`config.mk`:
```
export PLATFORM = sky130hd
export DESIGN_NAME = fp_add_ctrl
export DESIGN_NICKNAME = d
export VERILOG_FILES = /design/src/rtl/fp_add_ctrl.sv
export SDC_FILE = /design/constraint.sdc
export NUM_CORES = 1
export LEC_CHECK = 0
export CAP_MARGIN = 25
export CORE_MARGIN = 2
export CORE_UTILIZATION = 44
export DETAILED_ROUTE_END_ITERATION = 7
export GPL_ROUTABILITY_DRIVEN = 0
export PLACE_DENSITY = 0.75
export SYNTH_ARGS = -nofsm -noshare
export SYNTH_HDL_FRONTEND = slang
export SYNTH_SLANG_ARGS = --single-unit
```
`constraint.sdc`:
```
create_clock -name clk -period 3.29 [get_ports clk]
set_input_delay 0.4935 -clock clk [delete_from_list [all_inputs] [get_ports clk]]
set_output_delay 0.4935 -clock clk [all_outputs]
set_load 0.005 [all_outputs]
```
`src/rtl/fp_add_ctrl.sv`:
```
// fp_add_ctrl: sequencer for the 10-bit floating-point adder datapath.
// Walks align -> add -> normalize -> round and reports done/ovf/unf/zero.
// Optional feature macro: FP_ADD_CTRL_RENORM_EN (one re-normalize pass after
// a rounding carry). When it is undefined, a rounding carry reports ovf instead.
module fp_add_ctrl #(
  parameter int SIG_W = 6,
  parameter int EXP_W = 4
) (
  input  logic             clk,
  input  logic             reset,
  input  logic             start,
  input  logic [EXP_W:0]   exp_diff,
  input  logic [EXP_W-1:0] big_exp,
  input  logic [SIG_W:0]   sum_sig,
  input  logic [SIG_W:0]   rnd_sig,
  output logic             busy,
  output logic             done,
  output logic             sel_x_big,
  output logic             align_en,
  output logic [EXP_W-1:0] align_shift,
  output logic             norm_r_en,
  output logic             norm_l_en,
  output logic [EXP_W-1:0] norm_shift,
  output logic             exp_inc_en,
  output logic             exp_dec_en,
  output logic [EXP_W-1:0] exp_step,
  output logic             sel_fb,
  output logic             round_en,
  output logic             res_zero,
  output logic             ovf,
  output logic             unf
);

  typedef enum logic [2:0] {
    S_IDLE, S_ALIGN, S_ADD, S_NORM, S_ROUND, S_CHECK, S_DONE
  } state_t;

  localparam logic [EXP_W:0] E_ONE   = (EXP_W+1)'(1);
  localparam logic [EXP_W:0] E_MAX   = (EXP_W+1)'((1 << EXP_W) - 1);
  localparam logic [EXP_W:0] A_CLAMP = (EXP_W+1)'(SIG_W + 1);

  state_t           state_q, state_d;
  logic [EXP_W:0]   e_q, e_d;
  logic             renorm_q, renorm_d;
  logic [2:0]       exit_q, exit_d;       // {zero, ovf, unf} found in NORM
  logic             busy_q, busy_d, done_q, done_d;
  logic             sel_x_big_q, sel_x_big_d, align_en_q, align_en_d;
  logic [EXP_W-1:0] align_shift_q, align_shift_d;
  logic             norm_r_en_q, norm_r_en_d, norm_l_en_q, norm_l_en_d;
  logic [EXP_W-1:0] norm_shift_q, norm_shift_d;
  logic             exp_inc_en_q, exp_inc_en_d, exp_dec_en_q, exp_dec_en_d;
  logic [EXP_W-1:0] exp_step_q, exp_step_d;
  logic             sel_fb_q, sel_fb_d, round_en_q, round_en_d;
  logic             res_zero_q, res_zero_d, ovf_q, ovf_d, unf_q, unf_d;

  logic             go_norm;
  logic [SIG_W:0]   norm_val;
  logic [EXP_W:0]   e_base, mag, lz_e;
  int unsigned      msb;

  // Next state plus next output values; outputs are registered so each
  // state's enables are computed on the edge that enters that state.
  always_comb begin
    state_d       = state_q;
    e_d           = e_q;
    renorm_d      = renorm_q;
    exit_d        = exit_q;
    sel_x_big_d   = sel_x_big_q;
    sel_fb_d      = sel_fb_q;
    align_en_d    = 1'b0;
    align_shift_d = '0;
    norm_r_en_d   = 1'b0;
    norm_l_en_d   = 1'b0;
    norm_shift_d  = '0;
    exp_inc_en_d  = 1'b0;
    exp_dec_en_d  = 1'b0;
    exp_step_d    = '0;
    round_en_d    = 1'b0;
    res_zero_d    = 1'b0;
    ovf_d         = 1'b0;
    unf_d         = 1'b0;
    go_norm       = 1'b0;
    msb           = 0;
    lz_e          = '0;
    mag           = exp_diff[EXP_W] ? (~exp_diff + E_ONE) : exp_diff;

    unique case (state_q)
      S_IDLE: begin
        if (start) begin
          state_d       = S_ALIGN;
          sel_x_big_d   = ~exp_diff[EXP_W];
          align_en_d    = 1'b1;
          align_shift_d = (mag > A_CLAMP) ? A_CLAMP[EXP_W-1:0] : mag[EXP_W-1:0];
          renorm_d      = 1'b0;
          sel_fb_d      = 1'b0;
          exit_d        = '0;
        end
      end
      S_ALIGN: state_d = S_ADD;
      S_ADD:   go_norm = 1'b1;
      S_NORM: begin
        if (|exit_q) begin
          state_d                     = S_DONE;
          {res_zero_d, ovf_d, unf_d}  = exit_q;
        end else begin
          state_d    = S_ROUND;
          round_en_d = 1'b1;
        end
      end
      S_ROUND: state_d = S_CHECK;
      S_CHECK: begin
`ifdef FP_ADD_CTRL_RENORM_EN
        if (rnd_sig[SIG_W] && !renorm_q) begin
          renorm_d = 1'b1;
          sel_fb_d = 1'b1;
          go_norm  = 1'b1;
        end else begin
          state_d = S_DONE;
        end
`else
        state_d = S_DONE;
        ovf_d   = rnd_sig[SIG_W];
`endif
      end
      S_DONE: begin
        state_d     = S_IDLE;
        sel_x_big_d = 1'b0;
        sel_fb_d    = 1'b0;
      end
      default: state_d = S_IDLE;
    endcase

    // The renorm pass normalizes the rounding result from the tracked exponent.
    norm_val = sel_fb_d ? rnd_sig : sum_sig;
    e_base   = sel_fb_d ? e_q : {1'b0, big_exp};
    for (int unsigned i = 0; i < SIG_W; i++) begin
      if (norm_val[i]) msb = i;
    end
    lz_e = (EXP_W+1)'(SIG_W - 1 - msb);

    if (go_norm) begin
      state_d = S_NORM;
      exit_d  = '0;
      if (norm_val == '0) begin
        exit_d[2] = 1'b1;
      end else if (norm_val[SIG_W]) begin
        norm_r_en_d  = 1'b1;
        norm_shift_d = E_ONE[EXP_W-1:0];
        exp_inc_en_d = 1'b1;
        exp_step_d   = E_ONE[EXP_W-1:0];
        if (e_base == E_MAX) exit_d[1] = 1'b1;
        else                 e_d = e_base + E_ONE;
      end else if (norm_val[SIG_W-1]) begin
        e_d = e_base;
      end else begin
        norm_l_en_d  = 1'b1;
        norm_shift_d = lz_e[EXP_W-1:0];
        exp_dec_en_d = 1'b1;
        exp_step_d   = lz_e[EXP_W-1:0];
        if (e_base <= lz_e) exit_d[0] = 1'b1;
        else                e_d = e_base - lz_e;
      end
    end

    busy_d = (state_d != S_IDLE);
    done_d = (state_d == S_DONE);
  end

  // State, exponent tracker and registered outputs.
  always_ff @(posedge clk) begin
    if (reset) begin
      state_q       <= S_IDLE;
      e_q           <= '0;
      renorm_q      <= 1'b0;
      exit_q        <= '0;
      busy_q        <= 1'b0;
      done_q        <= 1'b0;
      sel_x_big_q   <= 1'b0;
      align_en_q    <= 1'b0;
      align_shift_q <= '0;
      norm_r_en_q   <= 1'b0;
      norm_l_en_q   <= 1'b0;
      norm_shift_q  <= '0;
      exp_inc_en_q  <= 1'b0;
      exp_dec_en_q  <= 1'b0;
      exp_step_q    <= '0;
      sel_fb_q      <= 1'b0;
      round_en_q    <= 1'b0;
      res_zero_q    <= 1'b0;
      ovf_q         <= 1'b0;
      unf_q         <= 1'b0;
    end else begin
      state_q       <= state_d;
      e_q           <= e_d;
      renorm_q      <= renorm_d;
      exit_q        <= exit_d;
      busy_q        <= busy_d;
      done_q        <= done_d;
      sel_x_big_q   <= sel_x_big_d;
      align_en_q    <= align_en_d;
      align_shift_q <= align_shift_d;
      norm_r_en_q   <= norm_r_en_d;
      norm_l_en_q   <= norm_l_en_d;
      norm_shift_q  <= norm_shift_d;
      exp_inc_en_q  <= exp_inc_en_d;
      exp_dec_en_q  <= exp_dec_en_d;
      exp_step_q    <= exp_step_d;
      sel_fb_q      <= sel_fb_d;
      round_en_q    <= round_en_d;
      res_zero_q    <= res_zero_d;
      ovf_q         <= ovf_d;
      unf_q         <= unf_d;
    end
  end

  assign busy        = busy_q;
  assign done        = done_q;
  assign sel_x_big   = sel_x_big_q;
  assign align_en    = align_en_q;
  assign align_shift = align_shift_q;
  assign norm_r_en   = norm_r_en_q;
  assign norm_l_en   = norm_l_en_q;
  assign norm_shift  = norm_shift_q;
  assign exp_inc_en  = exp_inc_en_q;
  assign exp_dec_en  = exp_dec_en_q;
  assign exp_step    = exp_step_q;
  assign sel_fb      = sel_fb_q;
  assign round_en    = round_en_q;
  assign res_zero    = res_zero_q;
  assign ovf         = ovf_q;
  assign unf         = unf_q;

endmodule

```
* Word level (Yosys, flattened, before mapping)
Cells that the tools add are included.
** Cells by class
- Shifts and indexed selects :: 0
- Multipliers :: 0
- $lt $le $gt $ge :: 2
- Divide/modulo/power cells :: 0
- Muxes and demuxes :: 40
- Equality and inequality tests :: 11
- Bitwise logic cells :: 8
- Add/sub/neg operators :: 4
- Reductions and logical operators :: 18
** Operator list (number)
- 5-bit two-way mux :: 10
- 3-bit two-way mux :: 6
- 3-bit one-hot mux with 6 select lines :: 1
- 1-bit two-way mux :: 17
- 3-bit == test (second input constant) :: 4
- 3-bit OR reduction :: 4
- 5-bit by 1-bit adder with 5-bit output (second input constant) :: 2
- 4-bit OR reduction :: 2
- 7-bit zero test :: 1
- 7-bit two-way mux :: 1
- 1-bit NOT :: 7
- 3-bit by 2-bit == test with 1-bit output (second input constant) :: 2
- 1-bit one-hot mux with 2 select lines :: 3
- 2-bit nonzero test :: 3
- 5-bit by 4-bit == test with 1-bit output (second input constant) :: 1
- 5-bit by 3-bit greater-than comparator with 1-bit output (second input constant) :: 1
- 5-bit less-or-equal comparator :: 1
- 5-bit NOT :: 1
- 5-bit OR reduction :: 1
- 3-bit by 5-bit subtractor with 5-bit output (first input constant) :: 1
- 5-bit subtractor :: 1
- 2-bit two-way mux :: 2
- 2-bit != test (second input constant) :: 2
- 2-bit AND reduction :: 2
- 6 further kinds :: 7
** Storage, ports and cells
- Memory bits (read-only) :: 0
- Word-level logic and storage cells :: 101
- Latch bits :: 0
- Bits of input ports :: 26
- Memory bits (writable) :: 0
- Flip-flop bits (word level) :: 30
- Output and inout bits :: 25
- Memories :: 0

* Logic depth before layout (Yosys ltp)
Gate-level depths: netlist of the first run.
- Depth in word-level cells :: 15
- Mapped depth :: 16
- Gate-level depth less buffers :: 13

* Least setup slack after synthesis of the first run
OpenSTA, ideal clock, no wires.
- Path type :: input to register
- From :: input port start
- To :: register e_q[4]
- Stages :: 13
- Arrival :: 3.360 ns
- Slack :: -0.142 ns
- Required time :: 3.218 ns
- Setup time :: 0.072 ns
- Cell sequence :: or4b_1 > buf_2 > nand3_1 > buf_2 > mux2i_1 > and2_1 > ha_1 > ha_1 > and3_1 > or4_1 > a21oi_1 > o311ai_1 > mux2i_1
** Between the ends
- Longest elaborated chain between the ends :: 13
** Ends and longest elaborated chain
- start, declared :: line 11 : input logic start,
- 1-bit two-way mux * :: line 89 : if (start) begin
- 1-bit one-hot mux with 2 select lines * :: line 87 : unique case (state_q)
- 7-bit two-way mux * :: line 134 : norm_val = sel_fb_d ? rnd_sig : sum_sig;
- 1-bit two-way mux :: line 137 : if (norm_val[i]) msb = i;
- 5-bit two-way mux (3 in series) :: line 137
- 5-bit two-way mux * :: line 137
- 3-bit by 5-bit subtractor with 5-bit output * :: line 139 : lz_e = (EXP_W+1)'(SIG_W - 1 - msb);
- named net lz_e[1] :: line 58 : logic [EXP_W:0] e_base, mag, lz_e;
- 5-bit subtractor :: line 161 : else e_d = e_base - lz_e;
- 5-bit two-way mux :: line 160 : if (e_base <= lz_e) exit_d[0] = 1'b1;
- 5-bit two-way mux :: line 153 : end else if (norm_val[SIG_W-1]) begin
- 5-bit two-way mux :: line 146 : end else if (norm_val[SIG_W]) begin
- end signal, assigned :: line 173 : e_q <= '0;
- end signal, assigned :: line 194 : e_q <= e_d;
- end, declared :: line 43 : logic [EXP_W:0] e_q, e_d;
Mark *: on every way through the listed nets, which the timed path passes. The rest lies on a longest branch. The select of a mux whose other input is x is not followed.
A chain may end at the register's enable or synchronous reset.

* Worst setup path in the final report of the first run
- From :: register state_q[0]
- To :: register e_q[1]
** Between the ends
- Longest elaborated chain between the ends :: 13
** Ends and longest elaborated chain
- start, declared :: line 42 : state_t state_q, state_d;
- start signal, assigned :: line 193 : state_q <= state_d;
- 3-bit == test or 3-bit zero test (tied branches) :: line 87
- 1-bit one-hot mux with 2 select lines :: line 87
- 7-bit two-way mux :: line 134
- 1-bit two-way mux :: line 137
- 5-bit two-way mux (4 in series) :: line 137
- 3-bit by 5-bit subtractor with 5-bit output :: line 139
- 5-bit subtractor :: line 161
- 5-bit two-way mux :: line 160
- 5-bit two-way mux :: line 153
- 5-bit two-way mux :: line 146
Parallel ways exist; a longest one is shown, timed or not. The select of a mux whose other input is x is not followed.

==> run summary, run 1 <==
The flow ran to the end, and the final reports show no timing, DRC or antenna violations. For the total iterations of the first detailed-routing run, the log shows 7. The dominant combinational cell family by area after synthesis was simple AND/OR/NAND/NOR gates.

Counting flops with a built-in enable in the synthesized netlist gives 0. The run gives 0 as the residual DRC count. For the number of nets still failing antenna checks after routing, the log shows 0.

For the final database, setup skew stands at 0.00644 ns. The leading cell type by number of instances after synthesis is sky130_fd_sc_hd__dfxtp_1. The final hold violation count was 0.

The final critical path time including I/O delays and setup is 3.15 ns, and the distinct cell type count of the synthesized netlist is 54. In this run the deepest clock path goes through 2 buffers. In this run the tool buffered the top-level ports with 50 buffer cells. STA classifies the critical path startpoint as a flop.

Static timing analysis puts the maximum clock frequency at 317 MHz. The tool flagged a number of max-cap violations equal to 0. The initial core utilization was 45.4%.

TritonCTS built the clock tree. The number of synthesized register bits was 30. After detailed routing, the average wire length per cell comes to 16.8 um. The mapped netlist covers 0.00198 sq mm.

The sum of routed wire length over all layers is 6120 um, and the xor and xnor area share after synthesis is 0.886%. The synthesized netlist devotes 21.0% of its cell area to compound gates. The worst register-to-register path begins at state_q[0].

Power density of the placed cells: 391 mW/mm^2. After detailed routing, the number of vias per cell comes to 5.87. For this run, the number of standard cells in the final layout without fillers is 365. Path type of the worst min-delay path: flop to flop. In the finished design, the share of the clock period the worst path needs comes to 95.9%. The summed area of non-filler cells in the final layout is 0.00292 sq mm, and the required time of the critical path is 3.52 ns. The logs give 602 sq um for the register cell area after layout and 243 for the gate count after technology mapping.

The worst register-to-register path ends at e_q[1]. Timing analysis after detailed placement gives a worst setup slack of -0.423 ns. The most used flip-flop cell after synthesis was sky130_fd_sc_hd__dfxtp_1. For this run, the number of Yosys warnings is 0.

The library cell with the largest summed area after synthesis was sky130_fd_sc_hd__dfxtp_1. Count of final max-slew check failures: 0. The slowest stage of the critical path is the sky130_fd_sc_hd__fa_2 cell.

After detailed placement, the design holds a cell count of 351. The most used cell along the critical path was sky130_fd_sc_hd__buf_4. The critical path start-end classification is flop to flop. The number of antenna violations at the first check in global routing came out at 0. In this run the static leakage power is 1.21 nW. The die is 71.0 um tall.

The floorplan step defined a die boundary enclosing 0.00505 sq mm. By count the netlist is led by sky130_fd_sc_hd__dfxtp_1 (30), sky130_fd_sc_hd__nand2_1 (22), sky130_fd_sc_hd__nor2_1 (20). For this run, the slowest stage of the critical path takes 0.58 ns. The logs give 0.136 ns for the post-layout worst setup margin and 2 for the number of levels the H-tree was split into. The headroom to the max-slew limit was 52.6%; the fraction of final layout cells with drive strength greater than 1 was 21.4%.

The critical path data arrival time was 3.38 ns; the post-CTS clock slew at the launch and capture registers of the worst setup and hold paths was 0.07 ns. The number of cells on the worst reg-to-reg path works out to 16. Once placement finished, the instance area stood at 0.00262 sq mm. The total setup violations reported at the end of the flow was 0; the width of the die was 71.0 um. The area growth from synthesis to layout is 47.9%. The number of hold buffers added after CTS was 0. The number of buffers created by CTS came out at 5. The initial DRC count is 151, and the adder-cell area share of the yosys netlist is 6.08%. Summing all multi-input logic gate instances after layout gives 0.00133 sq mm. The via count of the first global-routing pass came out at 2031. For this design the top-level I/O count stands at 51.

The synthesized area divided by synthesized cell count works out to 8.14 sq um. The mux cell area share after synthesis was 6.27%. For the final total negative setup slack, the log shows 0 ns. Yosys attributes the largest share of cell area to sky130_fd_sc_hd__dfxtp_1 (30%), sky130_fd_sc_hd__ha_1 (5.1%), sky130_fd_sc_hd__mux2i_1 (4.6%). Clock tree synthesis found a total of 30 sinks. The first-pass GRT wire length came out at 9600 um. The clock root buffer was sky130_fd_sc_hd__clkbuf_8. The path with the worst hold slack has its endpoint at sel_x_big. The top cell family by delay on the critical path is adder cells.

The critical path endpoint category was a flop. The clock latency of the later-clocked register in the worst-skew pair was 0.28 ns. The fraction of the core area covered by cells at the end of the flow was 67.2%; the synthesized net count was 278. The total of fill cells in the finished design was 348; the slew of the pin with the lowest slew margin was 0.691 ns.

The hold path startpoint is sel_x_big. The routed layout has 2141 vias. The HPWL after detailed placement is 4220 um. The total overflow left after global routing is 0.

Traced cell by cell, the critical path runs through buf_6 -> nand3b_1 -> nand3_4 -> buf_4 -> buf_4 -> nor3_2 -> a21oi_1 -> inv_1 -> ha_2 -> inv_2 -> fa_2 -> nand2b_1 -> a2111oi_2 -> nor2_1 -> mux2i_1 -> o211a_1. Along the worst path, the maximum fanout reaches 11. The total area inside the core boundary comes to 0.00435 sq mm.

The worst-case IR drop observed on VDD is 0.211 mV. The synthesized netlist devotes 26.8% of its cell area to simple gates. Entering global routing, the biggest net connects 15 pins. The number of placement rows is 24, and the proportion of netlist area held by the largest area contributor is 30.4%.

After synthesis, the share of flip-flops with an asynchronous set or reset is 0%. Sequential cells were found to cover 30.4% of the synthesized design area. Together, buffers and inverters on the worst path number 5. The setup check on the worst reg-to-reg path leaves a slack of 0.14 ns. Number of cells on the worst hold path: 2. 0 antenna diodes ended up in the layout.

The net count of the finished layout is 347. Global routing consumed, over all layers together, 24.0% of the routing resources.
tightest hold or removal path, stage by stage, from the launching register on:
cell and delay, ns:
sky130_fd_sc_hd__dfxtp_1 0.32, sky130_fd_sc_hd__o21ai_0 0.07, sky130_fd_sc_hd__a21oi_1 0.06
area by class of cell:
type                    instances  area share, %
flip-flops and latches         30           20.6
repair buffers                 77           24.7
well taps                      52           2.23
inverters                      18           2.31
clock inverters                 2           2.05
multi-input cells             180           45.3
clock buffers                   6           2.82
logic make-up (layout without fill, tap and decap cells):
logic type                 count (synthesis)  count (layout)
muxes                                     12              12
AOI/OAI and AO/OA                         60              60
and+or+nand+nor                           96              96
other                                      1               1
xor gates and xnor gates                   2               2
adders and majority gates                  9               9
DFF                                       30              30
buffers and inverters                     33             103
cells in the final DEF (no fill, tap or decap), drive strengths merged, types with 3 or more instances in the layout:
| cell type | instances |
|---|---|
| clkdlybuf4s50 | 49 |
| dfxtp | 30 |
| buf | 27 |
| nand2 | 22 |
| nor2 | 20 |
| inv | 18 |
| a21oi | 16 |
| o21ai | 14 |
| nor3 | 11 |
| mux2i | 9 |
| ha | 8 |
| nand2b | 6 |
| clkbuf | 6 |
| nand3b | 5 |
| nor2b | 5 |
| and2 | 5 |
| a31oi | 4 |
| and3 | 4 |
| nand4 | 4 |
| mux2 | 3 |
| a32oi | 3 |
| o211a | 3 |
| or3 | 3 |
| o31ai | 3 |
| nand3 | 3 |
flip-flops by register name, indices dropped and copies added, names as in the netlist:
signal	flops
e_q	5
exp_dec_en	1
state_q	3
unf	1
sel_x_big	1
exp_inc_en	1
busy	1
done	1
align_shift	4
sel_fb	1
ovf	1
exp_step	4
res_zero	1
round_en	1
align_en	1
exit_q	3
metrics by stage:
step / total power, mW / hold slack (ns)
3_3_place_gp: 0.645 / 0.493
3_5_place_dp: 0.648 / 0.491
5_1_grt: 1.18 / 0.541
6_report: 1.14 / 0.495
2_1_floorplan: 0.539 / 0.471
4_1_cts: 1.13 / 0.501
worst max path at each step:
stage / from / end / slack (ns) / depth (start not counted)
finish: state_q[0] / e_q[1] / 0.14 / 16
global route: state_q[0] / e_q[1] / -0.003 / 16
CTS: start / e_q[4] / 0.02 / 12
detailed placement: start / e_q[1] / -0.42 / 12
global placement: start / e_q[4] / -0.39 / 12
floorplan: start / e_q[4] / 0.05 / 13
where the power goes:
part	switching, mW	total (mW)	internal, mW
clock network	0.146	0.469	0.323
logic	0.138	0.280	0.143
registers	0.0132	0.394	0.381
total	0.297	1.14	0.847
routing by layer:
metal,track usage (%),up-vias,routed length [um]
li1,-,1006,-
met4,9.22,0,267
met2,39.6,118,2820
met5,0,-,0
met3,5.84,30,475
met1,30.4,987,2560
repair_timing:
| item | 4_1_cts | 5_1_grt |
|---|---|---|
| resized for setup | 12 | 12 |
| endpoints found under the hold margin | 0 | 0 |
| endpoints found under the setup margin | 6 | 5 |
| pin swaps | 7 | 6 |
| buffers inserted | 3 | 3 |
Note: power is estimated with default switching activity, not from simulation.
==> run 2: changes to the inputs <==
--- a/config.mk
+++ b/config.mk
@@ -6,8 +6,8 @@
 export NUM_CORES = 1
 export LEC_CHECK = 0
 export CAP_MARGIN = 25
-export CORE_MARGIN = 2
 export CORE_UTILIZATION = 44
+export CTS_CLUSTER_SIZE = 12
 export DETAILED_ROUTE_END_ITERATION = 7
 export GPL_ROUTABILITY_DRIVEN = 0
 export PLACE_DENSITY = 0.75
==> run 2 against run 1 <==
  * Setup slack better by 0.050 ns
  * Sequential share of layout area is 0.42 points higher
  * Design area fell by 2.2%
  * Global-route usage grew 0.53 points
==> run summary, run 2 (same netlist as run 1, synthesis figures left out) <==
Setup repair after global routing left no endpoint under its margin. Critical path start-end classification: primary input to flop. The routed length per placed instance works out to 15.6 um (-6.7%).

The tools report the number of placement rows as 24 (unchanged). TritonCTS built the clock tree. The register cell area after layout is 601 sq um (-0.21%). The number of buffers created by CTS came out at 5 (unchanged). HPWL after detailed placement: 4180 um (-0.94%). The count of input and output buffers is 50 (unchanged). The run gives 0.21 ns (+0.07 ns) as the register-to-register path setup slack. The area growth from synthesis to layout is 44.7%, and the leftover overflow at the end of global routing is 0 (unchanged). The number of cells on the worst hold path came out at 2 (unchanged). The highest achievable clock rate came out at 322 MHz (+1.6%).

STA classifies the critical path startpoint as a primary input. The number of standard cells in the layout, taps in and fillers out is 365 (unchanged). The required time of the critical path is 3.48 ns (-0.04 ns).

The tools report the total of fill cells in the finished design as 367 (+5.5%). Leaving out fill and tap cells, the most frequent cell in the layout is sky130_fd_sc_hd__clkdlybuf4s50_1. The logs give 0.505 ns (+0.0101 ns) for the minimum hold slack and 0 (unchanged) for the final hold violation count. Final setup skew: 0.00581 ns (-0.000625 ns). The slew of the pin with the lowest slew margin was 0.662 ns (-0.0297 ns). Launch point of the critical path: start. The switching share of power is 25.6% (-0.41 points). The logs give 347 (unchanged) for the number of nets at the end of the flow and 101 (-33%) for the initial DRC count. The summed area of non-filler cells in the final layout was 0.00286 sq mm (-2.2%); the post-CTS clock slew at the launch and capture registers of the worst setup and hold paths was 0.07 ns (about the same). The worst hold path begins at sel_x_big.

The number of nets still failing antenna checks after routing is 0 (unchanged). The run gives 34.5% (about the same) as the power share of the sequential group. For the number of antenna cells inserted, the log shows 0 (unchanged). The maximum number of pins on one net before global-route repair is 15 (unchanged). The logs give 0.00128 sq mm (-3.2%) for the area used by multi-input combinational logic and 353 (+0.57%) for the total instance count after detailed placement. The logs give 0.29 ns (about the same) for the clock latency of the later-clocked register in the worst-skew pair and 0 (unchanged) for the total setup violations reported at the end of the flow. The maximum count of clock buffers along a single path is 2 (unchanged). The tools report the I/O pin total as 51 (unchanged). The internal power came out at 0.849 mW (+0.21%).

The post-placement worst setup slack was -0.432 ns (-0.00899 ns); the power density of the placed cells was 399 mW/mm^2 (+1.9%). Critical register-to-register path endpoint: e_q[1]. For the headroom to the max-slew limit, the log shows 54.6% (+2.0 points).

The run finished with clean final reports. The largest fanout of any net on the critical path works out to 4 (-7). The initial core utilization was 45.7% (+0.32 points). The via count of the first global-routing pass was 1994 (-1.8%). STA classifies the critical path endpoint as a flop. The total cell area at the placement stage was 0.00263 sq mm (+0.57%). The share of total power in the clock network was 41.2% (+0.2 points); the flip-flop count of the largest register, all copies and words added was 5 (unchanged). The sum of routed wire length over all layers was 5710 um (-6.7%). The post-layout worst setup margin is 0.186 ns (+0.0496 ns). Standby leakage power: 1.19 nW (-1.9%). Final critical path time including I/O delays and setup: 3.10 ns (-0.0496 ns).

The width of the die was 69.0 um (-2.8%). Overall routing resource usage: 24.5% (+0.53 points). Fraction of the cycle the final worst path needs: 94.4% (-1.5 points).

The clock root buffer is sky130_fd_sc_hd__clkbuf_8. The number of vias after detailed routing was 2091 (-2.3%). The tools report the residual DRC count as 0 (unchanged). The die extent in y is 69.0 um (-2.8%), and the combinational group share of total power is 24.3% (-0.2 points). The logs give 9400 um (-2.2%) for the first-pass GRT wire length and 0.203 mV (-3.6%) for the peak ir drop on the vdd network.

The net switching component of the power is 0.291 mW (-1.9%). The number of vias per cell is 5.73 (-2.3%). Register name with the most flops: e_q. The standard cell core area is 0.00432 sq mm (-0.69%), and the number of cells on the worst reg-to-reg path is 11 (-5).

The total iterations of the first detailed-routing run came out at 4 (-3). For the critical path data arrival time, the log shows 3.29 ns (-0.09 ns). The max-capacitance violation count is 0 (unchanged).

For the cts-stage hold buffer count, the log shows 0 (unchanged). The fraction of final layout cells with drive strength greater than 1 works out to 18.2% (-3.2 points). The library cells used most frequently in the layout, excluding fill and tap cells, are sky130_fd_sc_hd__clkdlybuf4s50_1 (49), sky130_fd_sc_hd__dfxtp_1 (30), sky130_fd_sc_hd__buf_4 (27). In this run the worst hold path is classified as flop to flop. The number of antenna violations at the first check in global routing came out at 0 (unchanged). The run gives 0.00477 sq mm (-5.6%) as the area of the die.

The tools report the number of clock sinks as 30 (unchanged). For the number of levels the H-tree was split into, the log shows 2 (unchanged). The worst hold path endpoint is sel_x_big. The tools report the startpoint of the most critical register-to-register path as state_q[0].

For the count of final max-slew check failures, the log shows 0 (unchanged).
-- run 2: cell types whose count changed in the layout (fill, tap and decap cells not counted), moves of 2 or more --
cell,delta
sky130_fd_sc_hd__mux2i_2,+2
sky130_fd_sc_hd__buf_4,+2
sky130_fd_sc_hd__a21oi_1,+2
sky130_fd_sc_hd__a21oi_2,-2
sky130_fd_sc_hd__o31ai_2,-2
sky130_fd_sc_hd__o31ai_1,+2
-- run 2: area by class of cell --
type,instances,share of cell area [%]
Timing Repair Buffer,77,24.5
Clock inverter,2,2.10
Clock buffer,6,2.89
Sequential cell,30,21.0
Inverter,18,2.36
Tap cell,52,2.27
Multi-Input combinational cell,180,44.8
-- run 2: worst max path at each step --
stage,end,slack (ns),depth (start not counted)
2_1_floorplan,e_q[4],0.05,13
3_3_place_gp,e_q[4],-0.38,12
3_5_place_dp,e_q[4],-0.43,12
4_1_cts,e_q[1],0.24,12
5_1_grt,e_q[1],0.04,14
6_report,e_q[1],0.19,12
-- run 2: timing repair --
action                     4_1_cts  5_1_grt
setup buffers                    4        0
setup endpoints to repair        5        0
gates resized for setup         10        0
-- run 2: per-layer routing --
metal	vias to the layer above	part of all wire, %	track usage, %	wire length [um]
li1	1011	-	-	-
met1	981	43	30.5	2450
met2	88	48	41.1	2770
met3	11	7.0	4.82	400
met4	0	1.6	10.4	90
met5	-	0	0	0
-- run 2: through the flow --
step	TNS (ns)	utilization, %	total power [mW]
after floorplan	0	-	0.539
after global placement	-1.97	60.9	0.647
after detailed placement	-2.44	60.9	0.652
after CTS	0	66.1	1.14
after global routing	0	66.1	1.19
final	0	66.1	1.14
-- run 2: critical path: stages --
cell                            delay (ns)
sky130_fd_sc_hd__dlygate4sd2_1        0.21
sky130_fd_sc_hd__or4b_4               0.49
sky130_fd_sc_hd__nand3_4              0.14
sky130_fd_sc_hd__mux2i_2              0.27
sky130_fd_sc_hd__and2_4               0.20
sky130_fd_sc_hd__ha_4                 0.21
sky130_fd_sc_hd__ha_4                 0.28
sky130_fd_sc_hd__o21ai_0              0.08
sky130_fd_sc_hd__a21oi_1              0.20
sky130_fd_sc_hd__o21ai_2              0.13
sky130_fd_sc_hd__a211o_1              0.37
sky130_fd_sc_hd__o211a_1              0.22
-- run 2: power by group through the flow --
stage / Combinational (mW) / Sequential (mW) / Clock [mW]
floorplan: 0.140 / 0.400 / 0
global placement: 0.247 / 0.400 / 0
detailed placement: 0.252 / 0.400 / 0
CTS: 0.272 / 0.393 / 0.475
global route: 0.300 / 0.395 / 0.494
finish: 0.278 / 0.393 / 0.470
==> run 3: changes to the inputs <==
--- a/config.mk
+++ b/config.mk
@@ -6,11 +6,12 @@
 export NUM_CORES = 1
 export LEC_CHECK = 0
 export CAP_MARGIN = 25
-export CORE_UTILIZATION = 44
+export CORE_UTILIZATION = 45
+export CTS_BUF_LIST = sky130_fd_sc_hd__clkbuf_8
 export CTS_CLUSTER_SIZE = 12
 export DETAILED_ROUTE_END_ITERATION = 7
 export GPL_ROUTABILITY_DRIVEN = 0
-export PLACE_DENSITY = 0.75
+export PLACE_DENSITY = 0.77
 export SYNTH_ARGS = -nofsm -noshare
 export SYNTH_HDL_FRONTEND = slang
 export SYNTH_SLANG_ARGS = --single-unit
==> run 3 against run 2 <==
  * Via count is 1.7% lower
  * Sequential cell count unchanged
  * Critical path depth up 3
  * Worst hold slack got worse by 0.0017 ns
  * Global-route usage up 0.39 points
  * Count of clock-buffer cells in the layout unchanged
  * Sequential power about the same
  * Fmax decreased by 2.5%
  * Design area is 1.7% lower
==> run summary, run 3 (same netlist as run 1, synthesis figures left out) <==
The library cell used most frequently in the layout, excluding fill and tap cells, is sky130_fd_sc_hd__clkdlybuf4s50_1. Internal power: 0.687 mW (-19%). The signal on the critical path passes through buf_4 -> nand3b_1 -> nand3_4 -> buf_6 -> nor3_1 -> a21oi_1 -> inv_1 -> ha_2 -> inv_1 -> fa_2 -> and3_4 -> or4_1 -> a21oi_2 -> o311ai_1 -> mux2i_1.

The total of fill cells in the finished design is 341 (-7.1%). For the HPWL after detailed placement, the log shows 4270 um (+2.0%). The tree is rooted in a sky130_fd_sc_hd__clkbuf_8.

The run gives 0 (unchanged) as the count of final max-slew check failures. The setup path with the least slack is of type flop to flop. Worst hold path endpoint: sel_x_big. The highest achievable clock rate was 314 MHz (-2.5%).

The fraction of final layout cells with drive strength greater than 1 is 18.5% (+0.30 points). The sum of routed wire length over all layers is 5490 um (-3.8%), and the critical path data arrival time is 3.39 ns (+0.10 ns). In this run the critical register-to-register path is launched from state_q[0].

The power density of the placed cells came out at 343 mW/mm^2 (-14%). The tools report the post-CTS setup buffer count as 0 (-4). The run gives 40.9% (+6.4 points) as the power share of the sequential group. The tools report the standard cell core area as 0.00412 sq mm (-4.8%). The number of antenna cells inserted was 0 (unchanged); the number of vias after detailed routing was 2056 (-1.7%). The flip-flop count of the largest register, all copies and words added is 5 (unchanged), and the final total negative setup slack is 0 ns (unchanged).

The fraction of the cycle the final worst path needs was 96.8% (+2.4 points). For the number of nets still failing antenna checks after routing, the log shows 0 (unchanged). The cell family contributing the most delay on the critical path is simple AND/OR/NAND/NOR gates. The tools report the initial DRC count as 105 (+4.0%). For the I/O pin total, the log shows 51 (unchanged).

The run gives 30 (unchanged) as the number of clock sinks. The tools report the type of origin of the critical path as a flop. The final hold violation count was 0 (unchanged).

The number of cells on the worst hold path is 2 (unchanged). The clock latency of the later-clocked register in the worst-skew pair was 0.28 ns (about the same); the cts-stage hold buffer count was 0 (unchanged). The count of input and output buffers came out at 50 (unchanged).

The run gives 24.9% (+0.39 points) as the overall routing resource usage. For the share of total power in the clock network, the log shows 31.0% (-10 points). Number of placement rows: 23 (-4.2%). The post-layout worst setup margin is 0.106 ns (-0.0794 ns). The routed length per placed instance is 15.3 um (-1.9%).

Final setup skew: 0.00892 ns (+0.00311 ns). Register name with the most flops: e_q. Number of vias per cell: 5.74 (+0.25%). Initial core utilization: 48.0% (+2.3 points). STA classifies the critical path endpoint as a flop.

The run gives 342 (-1.4%) as the number of nets at the end of the flow. The worst stage delay on the critical path was 0.49 ns (about the same). The critical register-to-register path endpoint was e_q[4]. The path type of the worst min-delay path is flop to flop.

Hold path startpoint: sel_x_big. The tools report the leftover overflow at the end of global routing as 0 (unchanged). The number of levels the H-tree was split into is 2 (unchanged), and the maximum count of clock buffers along a single path is 2 (unchanged). The via count of the first global-routing pass is 1931 (-3.2%), and the number of antenna violations at the first check in global routing is 0 (unchanged). Slowest library cell on the worst path: sky130_fd_sc_hd__or4_1. The number of cells on the worst reg-to-reg path is 15 (+4), and the register-to-register path setup slack is 0.11 ns (-0.10 ns). Headroom to the max-slew limit: 60.1% (+5.5 points). In the layout the commonest cells are sky130_fd_sc_hd__clkdlybuf4s50_1 (49), sky130_fd_sc_hd__dfxtp_1 (30), sky130_fd_sc_hd__nand2_1 (22). TritonCTS built the clock tree. The post-placement worst setup slack was -0.436 ns (-0.00413 ns); the area of the die was 0.00466 sq mm (-2.2%). The run gives 0.277 mW (-4.9%) as the net switching component of the power. The total setup violations reported at the end of the flow was 0 (unchanged). The area growth from synthesis to layout was 42.2%; the peak ir drop on the vdd network was 0.262 mV (+29%).

The first-pass GRT wire length came out at 8450 um (-10%). The tools report the required time of the critical path as 3.50 ns (+0.02 ns). The number of buffers created by CTS was 5 (unchanged).

The most used cell along the critical path is sky130_fd_sc_hd__inv_1. The final critical path time including I/O delays and setup works out to 3.18 ns (+0.0794 ns). For the standby leakage power, the log shows 1.16 nW (-2.6%). The slew of the pin with the lowest slew margin is 0.581 ns (-0.0804 ns), and the largest fanout of any net on the critical path is 6 (+2).

Combinational group share of total power: 28.2% (+3.9 points). For the maximum number of pins on one net before global-route repair, the log shows 15 (unchanged). Residual DRC count: 0 (unchanged). Total iterations of the first detailed-routing run: 5 (+1). The run gives 0 (unchanged) as the max-capacitance violation count.

Number of buffers and inverters on the critical path: 4 (+3). The run finished with clean final reports. The width of the die works out to 68.3 um (-1.1%).

The switching share of power was 28.8% (+3.2 points); the die extent in y was 68.3 um (-1.1%). The post-CTS clock slew at the launch and capture registers of the worst setup and hold paths came out at 0.07 ns (about the same).
run 3: worst max-delay path by stage:
stage / cells past startpoint / slack (ns) / end / startpoint
CTS: 12 / 0.004 / e_q[4] / start
floorplan: 13 / 0.05 / e_q[4] / start
finish: 15 / 0.11 / e_q[4] / state_q[0]
global route: 15 / -0.06 / e_q[4] / state_q[0]
detailed placement: 12 / -0.44 / e_q[4] / start
global placement: 12 / -0.39 / e_q[4] / start
run 3: worst reg2reg max path: cells and delay by family, from the launching register on:
family	cells	cell delay (ns)
simple gates	5	1.26
fa+ha+maj	2	0.59
buf+inv	4	0.43
flops	1	0.36
compound gates	3	0.32
mux	1	0.16
run 3: layout make-up:
cell class | count | area, sq um | area share [%]
well taps | 50 | 62.6 | 2.23
repair buffers | 72 | 672 | 23.9
multi-input cells | 180 | 1320 | 46.9
inverters | 18 | 67.6 | 2.40
clock inverters | 2 | 8.76 | 0.312
flip-flops and latches | 30 | 601 | 21.4
clock buffers | 6 | 82.6 | 2.94
run 3: repair_timing:
item	CTS	global route
gates cloned	0	0
resized for setup	8	12
setup endpoints to repair	5	6
pin swaps	3	5
run 3: power groups by stage:
stage	sequential (mW)	clock (mW)	combinational [mW]
after floorplan	0.400	0	0.140
after global placement	0.401	0	0.244
after detailed placement	0.401	0	0.249
after CTS	0.393	0.305	0.260
after global routing	0.396	0.323	0.294
final	0.394	0.298	0.271
run 3: per-layer routing:
metal	part of all wire (%)	vias up	routed length [um]	GRT usage, %
met2	48	94	2630	42.2
li1	-	994	-	-
met1	43	950	2340	30.1
met5	0	-	0	0
met4	2.6	0	144	11.5
met3	6.9	18	379	4.83
run 3: through the flow:
stage	cells	total power [mW]	instance area [sq um]	utilization, %	hold WS (ns)
2_1_floorplan	243	0.539	2000	-	0.471
3_3_place_gp	350	0.645	2620	63.8	0.493
3_5_place_dp	350	0.650	2620	63.8	0.489
4_1_cts	358	0.959	2770	67.3	0.501
5_1_grt	358	1.01	2810	68.3	0.537
6_report	358	0.964	2810	68.3	0.504
